==> config.mk <==
export PLATFORM = sky130hd
export DESIGN_NAME = mtimer_flat
export DESIGN_NICKNAME = d
export VERILOG_FILES = /design/src/rtl/mtimer_if.sv /design/src/rtl/mtimer.sv /design/src/flat_wrapper.sv
export SDC_FILE = /design/constraint.sdc
export NUM_CORES = 1
export LEC_CHECK = 0
export BUFFER_PORTS_ARGS = -buffer_cell sky130_fd_sc_hd__buf_2
export CELL_PAD_IN_SITES_DETAIL_PLACEMENT = 1
export CELL_PAD_IN_SITES_GLOBAL_PLACEMENT = 1
export CORE_MARGIN = 10
export CORE_UTILIZATION = 39
export DETAILED_ROUTE_END_ITERATION = 10
export GPL_TIMING_DRIVEN = 0
export PLACE_DENSITY = 0.87
export SYNTH_ARGS = -nofsm -noshare
export SYNTH_HDL_FRONTEND = slang
export SYNTH_SLANG_ARGS = --single-unit
export TNS_END_PERCENT = 100
==> constraint.sdc <==
create_clock -name clk_i -period 2.6 [get_ports clk_i]
set_clock_uncertainty 0.05 [all_clocks]
set_input_delay 0.13 -clock clk_i [delete_from_list [all_inputs] [get_ports clk_i]]
set_output_delay 0.13 -clock clk_i [all_outputs]
set_load 0.005 [all_outputs]
==> src/rtl/mtimer_if.sv <==
// Register port between the load/store unit and the machine timer.
// The master drives writes and the read select; the slave returns registered read data.
interface mtimer_if;
  logic        wr_en_i;
  logic [1:0]  wr_addr_i;
  logic [31:0] wr_data_i;
  logic [1:0]  rd_addr_i;
  logic [31:0] rd_data_o;

  // No handshake: a write is a single-cycle strobe and is always accepted;
  // a read select presented in cycle n returns its data in cycle n+1.
  modport master (
    output wr_en_i,
    output wr_addr_i,
    output wr_data_i,
    output rd_addr_i,
    input  rd_data_o
  );

  modport slave (
    input  wr_en_i,
    input  wr_addr_i,
    input  wr_data_i,
    input  rd_addr_i,
    output rd_data_o
  );
endinterface

==> src/rtl/mtimer.sv <==
// RISC-V machine timer: mtime/mtimecmp pair, tick pulse and level timer interrupt.
// Define MTIMER_PRESCALER_EN to enable the prescaler; otherwise every enabled cycle is a tick.
module mtimer #(
  parameter int PRESCALE_W = 8
) (
  input  logic                  clk_i,
  input  logic                  rst_i,
  input  logic                  enable_i,
  input  logic [PRESCALE_W-1:0] prescale_i,
  mtimer_if.slave               bus,
  output logic                  tick_o,
  output logic [63:0]           mtime_o,
  output logic                  irq_o
);

  logic        tick;
  logic        tick_q;
  logic [63:0] mtime_q, mtime_d;
  logic [63:0] mtimecmp_q, mtimecmp_d;
  logic        irq_q, irq_d;
  logic [31:0] rd_data_q, rd_data_d;

`ifdef MTIMER_PRESCALER_EN
  logic [PRESCALE_W-1:0] cnt_q, cnt_d;

  // Compare with >= so lowering prescale_i below the current count still ticks.
  always_comb begin
    tick  = 1'b0;
    cnt_d = cnt_q;
    if (enable_i) begin
      if (cnt_q >= prescale_i) begin
        tick  = 1'b1;
        cnt_d = '0;
      end else begin
        cnt_d = cnt_q + 1'b1;
      end
    end
  end

  always_ff @(posedge clk_i) begin
    if (rst_i) cnt_q <= '0;
    else       cnt_q <= cnt_d;
  end
`else
  logic unused_prescale;
  assign unused_prescale = ^prescale_i;
  assign tick            = enable_i;
`endif

  logic wr_time_lo, wr_time_hi, wr_cmp_lo, wr_cmp_hi;
  assign wr_time_lo = bus.wr_en_i && (bus.wr_addr_i == 2'd0);
  assign wr_time_hi = bus.wr_en_i && (bus.wr_addr_i == 2'd1);
  assign wr_cmp_lo  = bus.wr_en_i && (bus.wr_addr_i == 2'd2);
  assign wr_cmp_hi  = bus.wr_en_i && (bus.wr_addr_i == 2'd3);

  // A write to either mtime half overrides a concurrent increment entirely.
  always_comb begin
    mtime_d = mtime_q;
    if (tick) mtime_d = mtime_q + 64'd1;
    if (wr_time_lo)      mtime_d = {mtime_q[63:32], bus.wr_data_i};
    else if (wr_time_hi) mtime_d = {bus.wr_data_i, mtime_q[31:0]};
  end

  always_comb begin
    mtimecmp_d = mtimecmp_q;
    if (wr_cmp_lo)      mtimecmp_d = {mtimecmp_q[63:32], bus.wr_data_i};
    else if (wr_cmp_hi) mtimecmp_d = {bus.wr_data_i, mtimecmp_q[31:0]};
  end

  always_comb begin
    irq_d = (mtime_q >= mtimecmp_q);
    case (bus.rd_addr_i)
      2'd0:    rd_data_d = mtime_q[31:0];
      2'd1:    rd_data_d = mtime_q[63:32];
      2'd2:    rd_data_d = mtimecmp_q[31:0];
      default: rd_data_d = mtimecmp_q[63:32];
    endcase
  end

  always_ff @(posedge clk_i) begin
    if (rst_i) begin
      mtime_q    <= '0;
      mtimecmp_q <= '1;
      irq_q      <= 1'b0;
      tick_q     <= 1'b0;
      rd_data_q  <= '0;
    end else begin
      mtime_q    <= mtime_d;
      mtimecmp_q <= mtimecmp_d;
      irq_q      <= irq_d;
      tick_q     <= tick;
      rd_data_q  <= rd_data_d;
    end
  end

  assign mtime_o       = mtime_q;
  assign tick_o        = tick_q;
  assign irq_o         = irq_q;
  assign bus.rd_data_o = rd_data_q;

endmodule
==> src/flat_wrapper.sv <==
// flat-port wrapper written by rule: the top's interface ports become plain ports
module mtimer_flat 
#(
  parameter int PRESCALE_W = 8
)
  (clk_i, rst_i, enable_i, prescale_i, tick_o, mtime_o, irq_o, bus_wr_en_i, bus_wr_addr_i, bus_wr_data_i, bus_rd_addr_i, bus_rd_data_o);
  mtimer_if bus_i ();
  input  logic clk_i;
  input  logic rst_i;
  input  logic enable_i;
  input  logic [PRESCALE_W-1:0] prescale_i;
  output logic tick_o;
  output logic [63:0] mtime_o;
  output logic irq_o;
  input wire logic [$bits(bus_i.wr_en_i)-1:0] bus_wr_en_i;
  input wire logic [$bits(bus_i.wr_addr_i)-1:0] bus_wr_addr_i;
  input wire logic [$bits(bus_i.wr_data_i)-1:0] bus_wr_data_i;
  input wire logic [$bits(bus_i.rd_addr_i)-1:0] bus_rd_addr_i;
  output wire logic [$bits(bus_i.rd_data_o)-1:0] bus_rd_data_o;
  assign bus_i.wr_en_i = bus_wr_en_i;
  assign bus_i.wr_addr_i = bus_wr_addr_i;
  assign bus_i.wr_data_i = bus_wr_data_i;
  assign bus_i.rd_addr_i = bus_rd_addr_i;
  assign bus_rd_data_o = bus_i.rd_data_o;
  mtimer #(.PRESCALE_W(PRESCALE_W)) u_core (.clk_i(clk_i), .rst_i(rst_i), .enable_i(enable_i), .prescale_i(prescale_i), .bus(bus_i), .tick_o(tick_o), .mtime_o(mtime_o), .irq_o(irq_o));
endmodule
---- Word level (Yosys, flattened, before mapping) ----
Cells that the tools add are included.
storage, ports and cells
  flip-flop bits (word level) ............. 162
  bits of input ports ..................... 48
  output and inout port bits .............. 98
  logic and storage cells ................. 33
operators by class
  add/sub/neg operators ................... 1
  magnitude comparators ................... 1
  equal/unequal tests ..................... 6
  multiplexer cells ....................... 5
  bitwise operators ....................... 2
  reduce and logical (&&, ||, !) cells .... 11
operator list
  operator                                                number
  two-way mux 64 bit                                      2
  case mux 32 bit (3 select lines)                        1
  adder 64 x 1 -> 64 bit (second input constant)          1
  greater-or-equal comparator 64 bit                      1
  two-way mux 32 bit                                      2
  equality test 2 bit (second input constant)             3
  AND reduction 2 bit                                     3
  equality test 2 x 1 -> 1 bit (second input constant)    2
  logical AND 1 bit                                       4
  zero test 2 bit                                         2
  nonzero test 2 bit                                      2
  inequality test 2 x 1 -> 1 bit (second input constant)  1
  inverter 1 bit                                          2

---- Longest topological paths before layout ----
  word-level depth ........................ 4
  mapped depth ............................ 9
  mapped depth without buffers ............ 8

---- Least setup slack after synthesis ----
Ideal clock, no wire load.
  path type ............................... register -> register
  start point ............................. register u_core.mtime_q[0], in the netlist u_core.mtime_o[0]
  end point ............................... register u_core.mtime_q[40], in the netlist u_core.mtime_o[40]
  library setup time ...................... 0.079 ns
  arrival ................................. 2.417 ns
  required time ........................... 2.471 ns
  path slack .............................. 0.054 ns
  stages on the path, launching flop included .. 10
  path buffers ............................ 3
  clock period less this slack ............ 2.546 ns
  path through ............................ dfxtp_1 -> ha_1 -> clkbuf_1 -> nand4_1 -> or4_4 -> buf_6 -> buf_8 -> nor4_2 -> xnor2_1 -> a211oi_2
on the way
  cells in the longest elaborated chain, start to end .. 3
RTL lines
  item                      RTL line      source
  start: declaration        mtimer.sv:18  logic [63:0] mtime_q, mtime_d;
  start signal: assignment  mtimer.sv:88  mtime_q <= mtime_d;
  adder 64 x 1 -> 64 bit    mtimer.sv:59  if (tick) mtime_d = mtime_q + 64'd1;
  two-way mux 64 bit        mtimer.sv:59
  two-way mux 64 bit        mtimer.sv:61  else if (wr_time_hi) mtime_d = {bus.wr_data_i, mtime_q[31:0]};
No other way between the ends. The select of a mux whose other input is x is not followed.
A chain may end at the register's enable or synchronous reset.

---- Worst setup path in the final report ----
  start point ............................. register u_core.mtime_q[1], in the netlist u_core.mtime_o[1]
  end point ............................... register u_core.mtime_q[44], in the netlist u_core.mtime_o[44]
Same word-level chain as after synthesis.

==> qor.txt <==
Hold_ws: 0.115 ns
Fin cells: 1599
Clock transition at path regs: 0.07 ns
Xor/xnor cell area share of the yosys netlist: 3.12%
Failing checks: negative setup slack
Hold Vio Cnt, Final: 0
Status: complete, but fails checks
Ant. Diodes: 0
Vias in the first global route: 9978
Max VDD drop: 0.000469 V
Slew at the pin closest to its max-slew limit: 1.03 ns
Clk buf depth: 2
Worst r2r path cells: 8
Final net count: 1380
Final setup margin: -0.0123 ns
Mapped Area: 9270 sq um
Synthesized Nets: 1177
Share of flip-flops with an asynchronous set or reset: 0%
Initial Utilization: 39.6%
CP Launch Type: flop
H-tree depth: 4
Worst R2R Setup Slack: -0.01 ns
Total CTS buffers: 17
Largest cells by area after synthesis: dfxtp_1 (35%), ha_1 (8.8%), mux4_2 (7.5%)
Synth Area in Adders: 8.78%
CTS tree: built
Wire length of the first global-routing pass: 59200 um
Hold path depth: 2
Hold Crit Class: primary input to flop
Area Overhead vs Synth: 25.4%
Clk_lat worst skew: 0.46 ns
# IOs: 146
Synth Area in Compound Gates: 14.2%
Top cell type's share of synthesized area: 35.0%
Max transition margin: 31.2%
Final period util: 100%
Routed Wire Length: 39800 um
Critical path class: flop to flop
End of the worst register-to-register path: u_core.mtime_o[44]$_SDFFE_PP0P_
Pins Over Slew Limit: 0
Worst r2r src: u_core.mtime_o[1]$_SDFFE_PP0P_
# setup viols final: 3
Via count: 9812
Global Route Usage Sum: 24.6%
Synth area leader: dfxtp_1
Dpl cells: 1515
Mux share of post-synthesis cell area: 8.18%
Ratio of cells with drive above 1 in the final layout: 22.7%
Post-synth EDFFs: 0
Final instance area: 11600 sq um
Die width: 174 um
Drt first pass iters: 8
Vias per cell: 6.14
Register bit count reported by yosys: 162
Synth unique cells: 62
Largest family of logic cells by synthesized area: simple AND/OR/NAND/NOR gates
DIE AREA: 30300 sq um
Most common flop cell mapped by yosys: dfxtp_1
Routed len/inst: 24.9 um
Register area share after synthesis: 35.0%
Cells after synthesis: 1064
Post-Route Setup TNS: -0.0253 ns
DRC viols: 0
RePlAce Congestion: 0.910
Synth Area per Inst: 8.71 sq um
Post-synthesis simple-gate area fraction: 24.7%
Critical path required time: 2.92 ns
Fill cell count: 2804
Crit. End Element: flop
Max Cap Viol: 0
Clk root buf: clkbuf_16
# rows: 56
Crit path max fanout: 10
YS warnings: 0
Sink of the worst hold path: u_core.tick_o$_SDFF_PP0_
Pwr/cell area: 542 nW/um^2
Fmax: 0.383 GHz
Global route overflow: 0
Core area: 23400 sq um
Clk sinks: 162
Placed cell area: 10300 sq um
Most common cell in the netlist: dfxtp_1
Worst EP arrival: 2.94 ns
Die height: 174 um
Worst hold start: enable_i
Initial antenna violation count: 0
Drt initial violations: 1068
Largest net degree at the start of global routing: 17
Commonest cells post-synth: dfxtp_1 (162), nand2_1 (113), nor2_1 (102)
DP HPWL: 27400 um
Fin crit period: 2.61 ns
RSZ-0062 raised after global routing: true
Antenna-violating nets left: 0
Port-buffer cells: 132
Static leakage power: 5.35 nW
## cells in the final DEF (no fill, tap or decap), types with 13 or more instances in the layout
| cell type | Yosys | layout |
|---|---|---|
| clkbuf_1 | 56 | 54 |
| nor2b_1 | 35 | 35 |
| dlygate4sd3_1 | 0 | 32 |
| nor2_1 | 102 | 100 |
| a211oi_1 | 35 | 32 |
| dfxtp_4 | 0 | 17 |
| nand3b_1 | 36 | 36 |
| a21o_1 | 14 | 14 |
| a211o_1 | 33 | 33 |
| nand4_1 | 24 | 24 |
| nand3_1 | 33 | 31 |
| xnor2_1 | 25 | 23 |
| dfxtp_2 | 0 | 13 |
| ha_1 | 65 | 64 |
| clkbuf_16 | 0 | 17 |
| nand2_1 | 113 | 113 |
| nor3_1 | 28 | 26 |
| dfxtp_1 | 162 | 132 |
| buf_2 | 2 | 134 |
| inv_1 | 77 | 77 |
| a21oi_1 | 39 | 39 |
| mux4_2 | 31 | 31 |
| o21ai_0 | 20 | 20 |
| buf_4 | 0 | 21 |
## power breakdown
part,leakage [nW],switching (mW),internal (mW)
clock,0.288,1.22,1.38
sequential,1.35,0.162,2.62
combinational,3.71,0.517,0.406
total,5.35,1.89,4.40
## how the worst max path moves through the flow
| stage | depth (start not counted) | end | from |
|---|---|---|---|
| 2_1_floorplan | 9 | u_core.mtime_o[40]$_SDFFE_PP0P_ | u_core.mtime_o[0]$_SDFFE_PP0P_ |
| 3_3_place_gp | 8 | u_core.mtime_o[45]$_SDFFE_PP0P_ | enable_i |
| 3_5_place_dp | 7 | u_core.mtime_o[62]$_SDFFE_PP0P_ | u_core.mtime_o[0]$_SDFFE_PP0P_ |
| 4_1_cts | 7 | u_core.mtime_o[62]$_SDFFE_PP0P_ | u_core.mtime_o[24]$_SDFFE_PP0P_ |
| 5_1_grt | 8 | u_core.mtime_o[48]$_SDFFE_PP0P_ | u_core.mtime_o[1]$_SDFFE_PP0P_ |
| 6_report | 8 | u_core.mtime_o[44]$_SDFFE_PP0P_ | u_core.mtime_o[1]$_SDFFE_PP0P_ |
## critical path, cell delays in order, from the launching register on
cell and delay, ns:
dfxtp_2 0.47, ha_4 0.25, nand4_1 0.18, or4_4 0.56
buf_6 0.16, buf_8 0.16, nor4_4 0.36, xnor2_2 0.11
a211oi_2 0.21
## metrics by stage
step | setup WS (ns) | power [mW] | utilization, %
global placement | -0.599 | 3.60 | 44.1
CTS | -0.000946 | 6.23 | 48.6
detailed placement | -0.684 | 3.65 | 44.1
global route | -0.0714 | 6.50 | 49.6
floorplan | 0.0538 | 3.27 | -
finish | -0.0123 | 6.29 | 49.6
## what timing repair did
| action | in CTS | in global routing |
|---|---|---|
| endpoints found under the setup margin | 38 | 30 |
| pin swaps | 3 | 5 |
| gates resized for setup | 39 | 38 |
| hold buffers | 32 | 0 |
| setup buffers | 4 | 17 |
| endpoints found under the hold margin | 108 | 0 |
## cell type report
class	count	area (sq um)	share of cell area (%)
multi-input cells	758	5610	48.3
flip-flops and latches	162	3320	28.6
repair buffers	185	1140	9.80
clock buffers	18	439	3.78
well taps	319	399	3.44
inverters	77	289	2.49
plain buffers	66	270	2.33
clock inverters	14	146	1.26
## cell families after synthesis
family,Yosys count
and+or+nand+nor,440
muxes,35
AOI/OAI and AO/OA,185
xor gates and xnor gates,33
buffers and inverters,144
DFF,162
adders and majority gates,65
## state kept, by name, indices dropped and copies added, names as in the netlist
| signal | flops |
|---|---|
| u_core.tick_o | 1 |
| u_core.bus.rd_data_o | 32 |
| u_core.mtime_o | 64 |
| u_core.mtimecmp_q | 64 |
| u_core.irq_o | 1 |
## per-layer routing
layer / track usage [%] / vias up / share of wire, %
met4: 10.3 / 0 / 4.3
met2: 40.6 / 588 / 47
li1: - / 4218 / -
met1: 30.9 / 4864 / 39
met5: 0 / - / 0
met3: 4.68 / 142 / 9.1
Power figures use the tool's default switching activity.
